<file path="src/rtl/freq_meas_pkg.sv">
// Shared types and constants for the frequency-measurement controller.
package freq_meas_pkg;

    localparam int unsigned DEF_COUNT_WIDTH = 32;
    localparam int unsigned DEF_TMO_WIDTH   = 32;
    localparam int unsigned DEF_MIN_COUNT   = 1000000;
    localparam int unsigned DEF_MAX_NCYCLES = 65536;
    localparam int unsigned ARM_CLKS        = 2;

    typedef enum logic [2:0] {
        IDLE,
        ARM,
        DISCARD,
        MEASURE,
        RESULT
    } state_e;

endpackage

</file>
<file path="src/rtl/freq_meas_timer.sv">
// Saturating no-progress timer; expired flags the clock on which the count reaches limit.
module freq_meas_timer
    import freq_meas_pkg::*;
#(
    parameter int unsigned TMO_WIDTH = DEF_TMO_WIDTH
) (
    input  logic                 clk,
    input  logic                 rst,
    input  logic                 clear,
    input  logic                 enable,
    input  logic [TMO_WIDTH-1:0] limit,
    output logic                 expired
);

    logic [TMO_WIDTH-1:0] count_q, count_d;

    always_comb begin
        count_d = count_q;
        if (clear) begin
            count_d = '0;
        end else if (enable && (count_q != '1)) begin
            count_d = count_q + TMO_WIDTH'(1);
        end
    end

    always_ff @(posedge clk) begin
        if (!rst) begin
            count_q <= '0;
        end else begin
            count_q <= count_d;
        end
    end

    // Fires one clock early so the transition edge is the one where the count hits limit.
    assign expired = enable && (limit != '0) && (count_q >= limit - TMO_WIDTH'(1));

endmodule

</file>
<file path="src/rtl/freq_meas_ctrl.sv">
// Measurement sequencer: arm counter, drop partial window, capture/timeout, hand off result.
// Optional feature: FREQ_MEAS_AUTORANGE_EN enables Ncycles doubling/halving re-arms.
module freq_meas_ctrl
    import freq_meas_pkg::*;
#(
    parameter int unsigned COUNT_WIDTH = DEF_COUNT_WIDTH,
    parameter int unsigned TMO_WIDTH   = DEF_TMO_WIDTH,
    parameter int unsigned MIN_COUNT   = DEF_MIN_COUNT,
    parameter int unsigned MAX_NCYCLES = DEF_MAX_NCYCLES
) (
    input  logic                   clk,
    input  logic                   rst,
    input  logic                   start,
    input  logic                   stop,
    input  logic                   continuous,
    input  logic [COUNT_WIDTH-1:0] ncycles_init,
    input  logic [TMO_WIDTH-1:0]   tmo_limit,
    input  logic [COUNT_WIDTH-1:0] cnt_value,
    input  logic                   cnt_done,
    output logic                   cnt_rst_n,
    output logic [COUNT_WIDTH-1:0] cnt_ncycles,
    output logic [COUNT_WIDTH-1:0] res_count,
    output logic [COUNT_WIDTH-1:0] res_ncycles,
    output logic                   res_timeout,
    output logic                   res_overrun,
    output logic                   res_valid,
    input  logic                   res_ready,
    output logic                   busy
);

    state_e                 state_q, state_d;
    logic [1:0]             arm_cnt_q, arm_cnt_d;
    logic                   cnt_rst_n_q, cnt_rst_n_d;
    logic [COUNT_WIDTH-1:0] cnt_ncycles_q, cnt_ncycles_d;
    logic [COUNT_WIDTH-1:0] res_count_q, res_count_d;
    logic [COUNT_WIDTH-1:0] res_ncycles_q, res_ncycles_d;
    logic                   res_timeout_q, res_timeout_d;
    logic                   res_overrun_q, res_overrun_d;
    logic                   ovr_pend_q, ovr_pend_d;

    logic tmr_active, tmr_clear, tmo_expired;
    logic take_count, take_tmo, emit;

    assign tmr_active = (state_q == DISCARD) || (state_q == MEASURE);
    assign tmr_clear  = !tmr_active || cnt_done;

    freq_meas_timer #(
        .TMO_WIDTH(TMO_WIDTH)
    ) u_timer (
        .clk    (clk),
        .rst    (rst),
        .clear  (tmr_clear),
        .enable (tmr_active),
        .limit  (tmo_limit),
        .expired(tmo_expired)
    );

    always_comb begin
        state_d       = state_q;
        arm_cnt_d     = '0;
        cnt_ncycles_d = cnt_ncycles_q;
        res_count_d   = res_count_q;
        res_ncycles_d = res_ncycles_q;
        res_timeout_d = res_timeout_q;
        res_overrun_d = res_overrun_q;
        ovr_pend_d    = ovr_pend_q;
        take_count    = 1'b0;
        take_tmo      = 1'b0;
        emit          = 1'b0;

        if (stop) begin
            state_d = IDLE;
        end else begin
            unique case (state_q)
                IDLE: begin
                    if (start) begin
                        cnt_ncycles_d = (ncycles_init == '0) ? COUNT_WIDTH'(1) : ncycles_init;
                        state_d       = ARM;
                    end
                end
                ARM: begin
                    if (arm_cnt_q == 2'(ARM_CLKS - 1)) begin
                        state_d = DISCARD;
                    end else begin
                        arm_cnt_d = arm_cnt_q + 2'd1;
                    end
                end
                DISCARD: begin
                    if (cnt_done) begin
                        state_d = MEASURE;
                    end else if (tmo_expired) begin
                        take_tmo = 1'b1;
                    end
                end
                MEASURE: begin
                    if (cnt_done) begin
                        take_count = 1'b1;
                    end else if (tmo_expired) begin
                        take_tmo = 1'b1;
                    end
                end
                RESULT: begin
                    if (cnt_done) begin
                        ovr_pend_d = 1'b1;
                    end
                    if (res_ready) begin
                        state_d = continuous ? MEASURE : IDLE;
                    end
                end
                default: state_d = IDLE;
            endcase
        end

`ifdef FREQ_MEAS_AUTORANGE_EN
        if (take_count && (cnt_value < COUNT_WIDTH'(MIN_COUNT))
                       && (cnt_ncycles_q < COUNT_WIDTH'(MAX_NCYCLES))) begin
            cnt_ncycles_d = cnt_ncycles_q << 1;
            state_d       = ARM;
        end else if (take_tmo && (cnt_ncycles_q > COUNT_WIDTH'(1))) begin
            cnt_ncycles_d = cnt_ncycles_q >> 1;
            state_d       = ARM;
        end else begin
            emit = take_count || take_tmo;
        end
`else
        emit = take_count || take_tmo;
`endif

        // Emitting a result consumes the pending overrun so it is reported exactly once.
        if (emit) begin
            state_d       = RESULT;
            res_count_d   = take_count ? cnt_value : '0;
            res_ncycles_d = cnt_ncycles_q;
            res_timeout_d = take_tmo;
            res_overrun_d = ovr_pend_q;
            ovr_pend_d    = 1'b0;
        end

        cnt_rst_n_d = (state_d != ARM);
    end

    always_ff @(posedge clk) begin
        if (!rst) begin
            state_q       <= IDLE;
            arm_cnt_q     <= '0;
            cnt_rst_n_q   <= 1'b0;
            cnt_ncycles_q <= COUNT_WIDTH'(1);
            res_count_q   <= '0;
            res_ncycles_q <= '0;
            res_timeout_q <= 1'b0;
            res_overrun_q <= 1'b0;
            ovr_pend_q    <= 1'b0;
        end else begin
            state_q       <= state_d;
            arm_cnt_q     <= arm_cnt_d;
            cnt_rst_n_q   <= cnt_rst_n_d;
            cnt_ncycles_q <= cnt_ncycles_d;
            res_count_q   <= res_count_d;
            res_ncycles_q <= res_ncycles_d;
            res_timeout_q <= res_timeout_d;
            res_overrun_q <= res_overrun_d;
            ovr_pend_q    <= ovr_pend_d;
        end
    end

    assign cnt_rst_n   = cnt_rst_n_q;
    assign cnt_ncycles = cnt_ncycles_q;
    assign res_count   = res_count_q;
    assign res_ncycles = res_ncycles_q;
    assign res_timeout = res_timeout_q;
    assign res_overrun = res_overrun_q;
    assign res_valid   = (state_q == RESULT);
    assign busy        = (state_q != IDLE);

endmodule

</file>
<file path="config.mk">
export PLATFORM = sky130hd
export DESIGN_NAME = freq_meas_ctrl
export DESIGN_NICKNAME = d
export VERILOG_FILES = /design/src/rtl/freq_meas_pkg.sv /design/src/rtl/freq_meas_timer.sv /design/src/rtl/freq_meas_ctrl.sv
export SDC_FILE = /design/constraint.sdc
export NUM_CORES = 1
export LEC_CHECK = 0
export CORE_MARGIN = 4
export CORE_UTILIZATION = 43
export CTS_CLUSTER_DIAMETER = 150
export DETAILED_ROUTE_END_ITERATION = 16
export GPL_ROUTABILITY_DRIVEN = 0
export HOLD_SLACK_MARGIN = 0.02
export PLACE_DENSITY = 0.78
export SLEW_MARGIN = 30
export SYNTH_ARGS = -nofsm -noshare
export SYNTH_HDL_FRONTEND = slang
export SYNTH_HIERARCHICAL = 1
export SYNTH_SLANG_ARGS = --single-unit
</file>
<file path="constraint.sdc">
create_clock -name clk -period 4.57 [get_ports clk]
set_input_delay 1.1425 -clock clk [delete_from_list [all_inputs] [get_ports clk]]
set_output_delay 1.1425 -clock clk [all_outputs]
set_load 0.02 [all_outputs]
</file>
**After elaboration in Yosys (flattened, before gate mapping)**

Index checks and enable logic that the tools add are counted.

- Flip-flop bits (word level): 137
- Latch bits: 0
- Memory bits (writable): 0
- Bits in read-only memories: 0
- Input port bits: 103
- Output and inout bits: 101
- Word-level logic and storage cells: 58
- Memories kept: 0

- $add $sub $neg: 3
- Multipliers: 0
- Divide/modulo/power cells: 0
- Order comparisons: 1
- Eq/ne operators: 7
- Shifts and indexed selects: 0
- Multiplexer cells: 17
- Bitwise gates (word level): 3
- Reduce and logical (&&, ||, !) cells: 17

Operators by type and width:

| kind | count |
|---|---|
| 32-bit 2-to-1 mux | 2 |
| 32-bit by 1-bit adder with 32-bit output, second input constant | 1 |
| 32-bit greater-or-equal comparator | 1 |
| 32-bit logical NOT | 1 |
| 32-bit inequality test, second input constant | 1 |
| 32-bit nonzero test | 1 |
| 32-bit by 1-bit subtractor with 32-bit output, second input constant | 1 |
| 3-bit 2-to-1 mux | 6 |
| 3-bit case mux with 5 select lines | 1 |
| 1-bit 2-to-1 mux | 7 |
| 3-bit by 2-bit equality test with 1-bit output, second input constant | 2 |
| 3-bit AND reduction | 2 |
| 2-bit OR reduction | 3 |
| 4-bit OR reduction | 1 |
| 3-bit by 1-bit equality test with 1-bit output, second input constant | 1 |
| 3-bit equality test, second input constant | 1 |
| 1-bit logical AND | 3 |
| 3-bit logical NOT | 1 |
| 1-bit logical OR | 3 |
| 3-bit by 1-bit inequality test with 1-bit output, second input constant | 1 |
| 1-bit inverter | 3 |
| 3-bit nonzero test | 1 |
| 2-bit by 1-bit adder with 2-bit output, second input constant | 1 |
| 2-bit by 1-bit equality test with 1-bit output, second input constant | 1 |
| other kinds (2) | 2 |

**Longest topological paths before layout**

Gate-level depths: netlist (run 1).

- Depth after elaboration: 11
- Depth in mapped cells: 19
- Mapped depth without buffers: 17

**Modules after synthesis**

The synthesis (run 1) kept the hierarchy.

Modules (own cells, without submodules):

| module | times used | cells an instance | area an instance (um2) | seq. area each (um2) |
|---|---|---|---|---|
| freq_meas_ctrl | 1 | 419 | 3713.6 | 2102.0 |
| freq_meas_timer | 1 | 372 | 2926.6 | 640.6 |

**Worst setup path after synthesis (run 1)**

No wires, ideal clock.

- Kind: input -> register
- Start: input tmo_limit[0]
- End: register res_count_q[10] (netlist: res_count[10])
- Library setup time: 0.060 ns
- Arrival time: 4.761 ns
- Data required time: 4.510 ns
- Slack: -0.250 ns
- Stages: 19
- Path buffers: 2
- Cell sequence: inv_1 ha_1 nor3b_1 and3_1 nor3b_1 nand2_1 xor2_1 ha_1 a41oi_1 o21ai_0 a221o_1 a211oi_1 a21oi_1 mux2_2 and2_1 buf_2 nor2_2 buf_2 a22o_1

- Word-level cells in the longest chain between the ends: 8
- Elaborated cells on any way between the ends: 10
- Classes of those cells: add/sub: 1; order compare: 1; mux: 4; reduce/logical: 4

RTL lines:

| what | RTL line | text |
|---|---|---|
| start: declaration | freq_meas_ctrl.sv:17 | `input logic [TMO_WIDTH-1:0] tmo_limit,` |
| 32-bit by 1-bit subtractor with 32-bit output / 32-bit nonzero test (equally long branches) | freq_meas_timer.sv:35 | `assign expired = enable && (limit != '0) && (count_q >= limit - TMO_WIDTH'(1));` |
| 32-bit greater-or-equal comparator / 1-bit logical AND (equally long branches) | freq_meas_timer.sv:35 |  |
| 1-bit logical AND * | freq_meas_timer.sv:35 |  |
| named net tmo_expired | freq_meas_ctrl.sv:41 | `logic tmr_active, tmr_clear, tmo_expired;` |
| 1-bit 2-to-1 mux * | freq_meas_ctrl.sv:91, freq_meas_ctrl.sv:98 |  |
| 1-bit 2-to-1 mux * | freq_meas_ctrl.sv:89 | `if (cnt_done) begin` |
| 1-bit 2-to-1 mux * | n/a |  |
| 1-bit 2-to-1 mux * | freq_meas_ctrl.sv:71 | `if (stop) begin` |
| 1-bit logical OR * | freq_meas_ctrl.sv:126 | `emit = take_count \|\| take_tmo;` |
| end signal: assignment | freq_meas_ctrl.sv:158 | `res_count_q <= res_count_d;` |
| end: declaration | freq_meas_ctrl.sv:35 | `logic [COUNT_WIDTH-1:0] res_count_q, res_count_d;` |

Mark *: on every way through the listed nets, which the timed path passes. The rest lies on a longest branch.
A chain may end at the register's enable or synchronous reset.

**Worst setup path after layout (run 1)**

- Start: input tmo_limit[18]
- End: register res_count_q[1] (netlist: res_count[1])

The elaborated chain is that of the path after synthesis.

==> results.txt, run 1 <==
outcome - complete, no violations
startpoint types - primary input
cells taking the most area after synthesis - dfxtp_1 (41%), nand2_1 (9.0%), a21oi_1 (7.4%), ha_1 (6.6%), a22o_1 (4.2%)
First DRT Iteration DRCs - 457
Max rail drop VDD - 0.252 mV
synth unique cells - 59
FF-to-FF setup slack - 1.65 ns
ys flop type - dfxtp_1
GRT Util Overall - 22.8%
post-DR wirelength/cell - 16.3 um
Pre-antenna DRT Iters - 5
routed via count - 6917
Final Net Count - 1203
clk_lat worst skew - 0.42 ns
largest area contributor in the netlist - dfxtp_1
global-route track usage on met3 - 5.23%
met1 Use GR - 27.6%
Rows - 45
Critical Path Sink Type - register
number of hold buffers added after cts - 0
cell count after synthesis - 791
setup violators final - 0
hold endpoint - arm_cnt_q[0]
register area - 0.00274 sq mm
post-route ant nets - 0
Worst EP arrival - 4.81 ns
die height - 132 um
design area - 0.0104 sq mm
LEAKAGE - 3.87 nW
clk_skew - 0.00576 ns
clk sinks - 137
Hold Crit Depth - 1
Die ar. - 0.0175 sq mm
register area share after synthesis - 41.3%
vias in the first global route - 6572
period utilization - 98.4%
GRT Max-Usage Layer - met2
Yosys reg bits - 137
Commonest cells post-synth - nand2_1 (159), dfxtp_1 (137), a21oi_1 (98)
number of synthesized flops with an enable pin - 0
placed instance area - 0.00927 sq mm
Inserted Clock Buffers - 17
CP Class - primary input to register
worst min path class - register to register
final hold vios - 0
Pwr Total - 2.89 mW
r2r endpoint - res_count[1]
synthesized area - 0.00664 sq mm
max frequency - 222 MHz
Max Buffers Root-to-Sink - 2
Routed WL - 20700 um
grt total ovfl - 0
post-DR vias/cell - 5.46
worst r2r src - u_timer/count_q[9]
syn avg cell area - 8.39 sq um
Ys Warns - 6
Critical Path RT - 4.88 ns
Register-to-Register Path Depth - 12
CTS tree - done
pwr dens - 278 mW/mm^2
Initial Util - 43.8%
syn_nets - 929
share of cells above drive strength 1 - 17.2%
async set-or-reset flop fraction in the synthesized netlist - 0%
CP max FO - 7
max-cap viol count - 0
Top Ports - 204
Die Wd - 132 um
Yosys top cell area share - 41.3%
initial antenna violation count - 0
Tightest Pin Transition - 0.919 ns
count of input and output buffers - 203
Diodes inserted - 0
largest net degree at the start of global routing - 67
clock root cell - clkbuf_16
area grow syn2layout - 56.4%
clock-pin slew on the worst setup and hold paths - 0.06 ns
Slew Limit Fails - 0
Hold Crit Start - arm_cnt_q[0]
met2 GRT Util - 39.5%
H-tree depth - 4
first-pass GRT wire length - 32900 um
Slew HR - 38.6%
area occupied by multi-input gates - 0.00395 sq mm
most common cell in the netlist - nand2_1
Tmin final - 4.50 ns
DP HPWL - 14100 um
Final Core Density - 68.6%
CORE AREA - 0.0151 sq mm
Post-route DRC - 0
Fillers - 1171
routing by layer:
| metal | vias up | wire length, um |
|---|---|---|
| met3 | 40 | 1180 |
| li1 | 3407 | - |
| met1 | 3234 | 8650 |
| met2 | 236 | 10400 |
| met4 | 0 | 437 |
| met5 | - | 0 |
layout by cell type, fill, tap and decap left out, types with 8 or more instances in the layout:
| cell | Yosys | final |
|---|---|---|
| a22o_1 | 32 | 32 |
| nand2_1 | 159 | 158 |
| clkdlybuf4s50_1 | 0 | 178 |
| xor2_1 | 12 | 12 |
| dfxtp_1 | 137 | 137 |
| xnor2_1 | 25 | 25 |
| or3_1 | 24 | 22 |
| a21oi_1 | 98 | 95 |
| buf_4 | 0 | 75 |
| inv_1 | 17 | 14 |
| clkbuf_16 | 0 | 18 |
| nor4_1 | 16 | 12 |
| clkbuf_2 | 0 | 8 |
| nand3_1 | 24 | 20 |
| nor2_1 | 32 | 29 |
| dlymetal6s2s_1 | 0 | 12 |
| o21ai_0 | 27 | 25 |
| nand4_1 | 20 | 20 |
| ha_1 | 35 | 34 |
report_power, final:
part | total (mW) | switching [mW] | internal, mW | leakage, nW
registers | 1.22 | 0.0113 | 1.21 | 1.11
clock network | 1.37 | 0.513 | 0.858 | 0.291
logic | 0.297 | 0.132 | 0.164 | 2.48
total | 2.89 | 0.657 | 2.23 | 3.87
flip-flops by register name, indices dropped and copies added (netlist names):
name	flops
arm_cnt_q	2
cnt_ncycles	32
cnt_rst_n	1
ovr_pend_q	1
res_count	32
res_ncycles	32
res_overrun	1
res_timeout	1
state_q	3
u_timer/count_q	32
how the worst max path moves through the flow:
| stage | from | slack, ns | to | depth (start not counted) |
|---|---|---|---|---|
| 3_3_place_gp | tmo_limit[0] | -0.92 | res_count[19] | 18 |
| 5_1_grt | tmo_limit[18] | -0.04 | res_count[2] | 19 |
| 3_5_place_dp | tmo_limit[0] | -1.03 | res_count[30] | 18 |
| 4_1_cts | tmo_limit[25] | 0.005 | cnt_rst_n | 16 |
| 6_report | tmo_limit[18] | 0.07 | res_count[1] | 19 |
| 2_1_floorplan | tmo_limit[15] | 0.03 | res_count[10] | 17 |
through the flow:
step	std cells	worst slack [ns]	hold WS, ns	setup TNS, ns
after floorplan	791	0.0347	0.397	0
after global placement	1212	-0.919	0.408	-60.66
after detailed placement	1212	-1.03	0.421	-68.39
after CTS	1259	0.00478	0.429	0
after global routing	1266	-0.0353	0.455	-0.594
final	1266	0.0720	0.422	0
worst max-delay path, cell delays in order:
cell and delay [ns]:
buf_6 0.09, or4_4 0.54, nor3_4 0.23, buf_6 0.13
nand3_4 0.12, buf_4 0.17, nor2_2 0.11, xnor2_1 0.08
ha_1 0.28, nand4_1 0.12, buf_4 0.18, nor4_4 0.33
o31ai_4 0.14, a21oi_2 0.24, mux2_4 0.21, and2_4 0.23
nor2_4 0.08, clkbuf_16 0.16, a22o_1 0.22
area by class of cell:
cell class	instances	area share, %
inverter	17	0.614
timing repair buffer	290	26.9
multi-input combinational	602	38.0
sequential	137	26.4
clock buffer	21	4.63
tap	188	2.27
clock inverter	11	1.16
kinds of logic (layout without fill, tap and decap cells):
| kind of cell | after synthesis | in the layout | synth area share, % |
|---|---|---|---|
| simple gates | 337 | 338 | 25.1 |
| fa+ha+maj | 35 | 35 | 6.60 |
| xor+xnor | 37 | 37 | 4.88 |
| compound gates | 190 | 190 | 18.0 |
| buf+inv | 53 | 339 | 3.79 |
| mux | 2 | 2 | 0.320 |
| flops | 137 | 137 | 41.3 |
timing repair:
item | 4_1_cts | 5_1_grt
setup buffers | 11 | 9
gates resized for setup | 62 | 48
pin swaps | 30 | 29
cloned | 4 | 0
setup endpoints to repair | 70 | 70
No activity file was read; power rests on OpenSTA's default activity.
==> run 2, diff against run 1 <==
--- a/config.mk
+++ b/config.mk
@@ -7,9 +7,9 @@
 export LEC_CHECK = 0
 export CORE_MARGIN = 4
 export CORE_UTILIZATION = 43
-export CTS_CLUSTER_DIAMETER = 150
 export DETAILED_ROUTE_END_ITERATION = 16
 export GPL_ROUTABILITY_DRIVEN = 0
+export GPL_TIMING_DRIVEN = 0
 export HOLD_SLACK_MARGIN = 0.02
 export PLACE_DENSITY = 0.78
 export SLEW_MARGIN = 30
==> run 2 against run 1 <==
Net effect:
- the flow now finishes with violations (negative setup slack)
- core utilization decreased by 1.8 points
- sequential share of layout area increased by 0.71 points
- setup slack got worse by 0.12 ns
- critical path type unchanged
- critical endpoint is now res_count[31]
==> results.txt, run 2 (same netlist as run 1, synthesis figures left out) <==
outcome - finished with violations
failing checks - negative setup slack
Routed WL - 21000 um
Initial Util - 43.8%
Pre-antenna DRT Iters - 6
WP depth - 18
clk_skew - 0.00947 ns
placed instance area - 0.00896 sq mm
commonest non-fill, non-tap cells in the layout - clkdlybuf4s50_1 (177), nand2_1 (157), dfxtp_1 (137)
FF-to-FF setup slack - 1.53 ns
most common cell after layout, fill and taps aside - clkdlybuf4s50_1
pwr dens - 287 mW/mm^2
die height - 132 um
Die Wd - 132 um
final setup TNS - -0.241 ns
Max Buffers Root-to-Sink - 2
First DRT Iteration DRCs - 385
startpoint types - primary input
CORE AREA - 0.0151 sq mm
clk_lat worst skew - 0.43 ns
routed via count - 6907
Critical Path Sink Type - register
Slew Limit Fails - 0
CP top delay family - simple AND/OR/NAND/NOR gates
clock root cell - clkbuf_16
final hold vios - 0
initial antenna violation count - 0
Inserted Clock Buffers - 17
largest net degree at the start of global routing - 17
count of input and output buffers - 203
grt total ovfl - 0
share of cells above drive strength 1 - 14.2%
worst setup margin - -0.0524 ns
DP HPWL - 14800 um
worst min path class - register to register
number of hold buffers added after cts - 0
vias in the first global route - 6549
Worst EP arrival - 4.93 ns
r2r endpoint - u_timer/count_q[31]
area grow syn2layout - 52.3%
Pwr Total - 2.90 mW
Worst path max stage delay - 0.55 ns
LEAKAGE - 3.66 nW
post-route ant nets - 0
CP max FO - 7
clock-pin slew on the worst setup and hold paths - 0.05 ns
worst r2r src - state_q[1]
Tmin final - 4.62 ns
RSZ-0062 raised after global routing - true
Die ar. - 0.0175 sq mm
Critical Path RT - 4.87 ns
Max rail drop VDD - 0.264 mV
CTS tree - done
Post-route DRC - 0
Register-to-Register Path Depth - 6
CP Class - primary input to register
post-DR vias/cell - 5.53
H-tree depth - 4
period utilization - 101%
GRT Util Overall - 23.2%
Hold Slack - 0.422 ns
CP startpoint - tmo_limit[17]
Diodes inserted - 0
Slowest-stage cell, CP - or4_4
post-DR wirelength/cell - 16.8 um
max frequency - 216 MHz
worst-path cell chain - buf_8 > or4_4 > nor3_4 > nand3_4 > nor3_4 > xnor2_1 > ha_1 > nand4_1 > buf_4 > nor4_4 > o31ai_2 > a21oi_2 > mux2_4 > and2_4 > nor2_4 > buf_6 > buf_6 > a22o_1
CP Capture Point - res_count[31]
first-pass GRT wire length - 33200 um
Tightest Pin Transition - 0.794 ns
setup violators final - 16
max-cap viol count - 0
Slew HR - 47.0%
clk sinks - 137
Rows - 45
Top Ports - 204
CP bufs+invs - 4
design area - 0.0101 sq mm
Final Net Count - 1185
run 2: routing by layer:
metal  vias up  GRT usage [%]  wire [um]
met2       266           41.1      10500
met1      3221           27.6       8720
met4         0           8.55        649
met3        59           5.15       1060
met5         -              0          0
li1       3361              -          -
run 2: how the worst min path moves through the flow:
| stage | from | endpoint | slack [ns] | cells past startpoint |
|---|---|---|---|---|
| after floorplan | arm_cnt_q[0] | arm_cnt_q[0] | 0.40 | 1 |
| after CTS | arm_cnt_q[0] | arm_cnt_q[0] | 0.42 | 1 |
| final | arm_cnt_q[0] | arm_cnt_q[0] | 0.42 | 1 |
| after global routing | arm_cnt_q[0] | arm_cnt_q[0] | 0.45 | 1 |
| after global placement | arm_cnt_q[0] | arm_cnt_q[0] | 0.41 | 1 |
| after detailed placement | arm_cnt_q[0] | arm_cnt_q[0] | 0.41 | 1 |
run 2: layout make-up:
class	instances	area (sq um)
buffer	35	213
sequential	137	2740
tap	188	235
clock inverter	8	118
multi-input combinational	601	3990
inverter	17	63.8
timing repair buffer	238	2270
clock buffer	24	482
fill	1214	5030
run 2: power breakdown:
| group | internal (mW) | leakage, nW | switching, mW |
|---|---|---|---|
| Combinational | 0.148 | 2.26 | 0.133 |
| Sequential | 1.21 | 1.11 | 0.0118 |
| Clock | 0.897 | 0.294 | 0.503 |
run 2: what timing repair did:
item	in CTS	in global routing
endpoints found under the hold margin	0	0
buffers inserted	25	9
resized for setup	110	36
pin swaps	41	43
cloned	3	0
setup endpoints to repair	71	65
run 2: stage by stage:
step	utilization, %	worst slack (ns)	std cells
2_1_floorplan	-	0.0347	791
3_3_place_gp	59.2	-1.19	1182
3_5_place_dp	59.2	-1.23	1182
4_1_cts	65.9	0.00450	1241
5_1_grt	66.8	-0.142	1248
6_report	66.8	-0.0524	1248
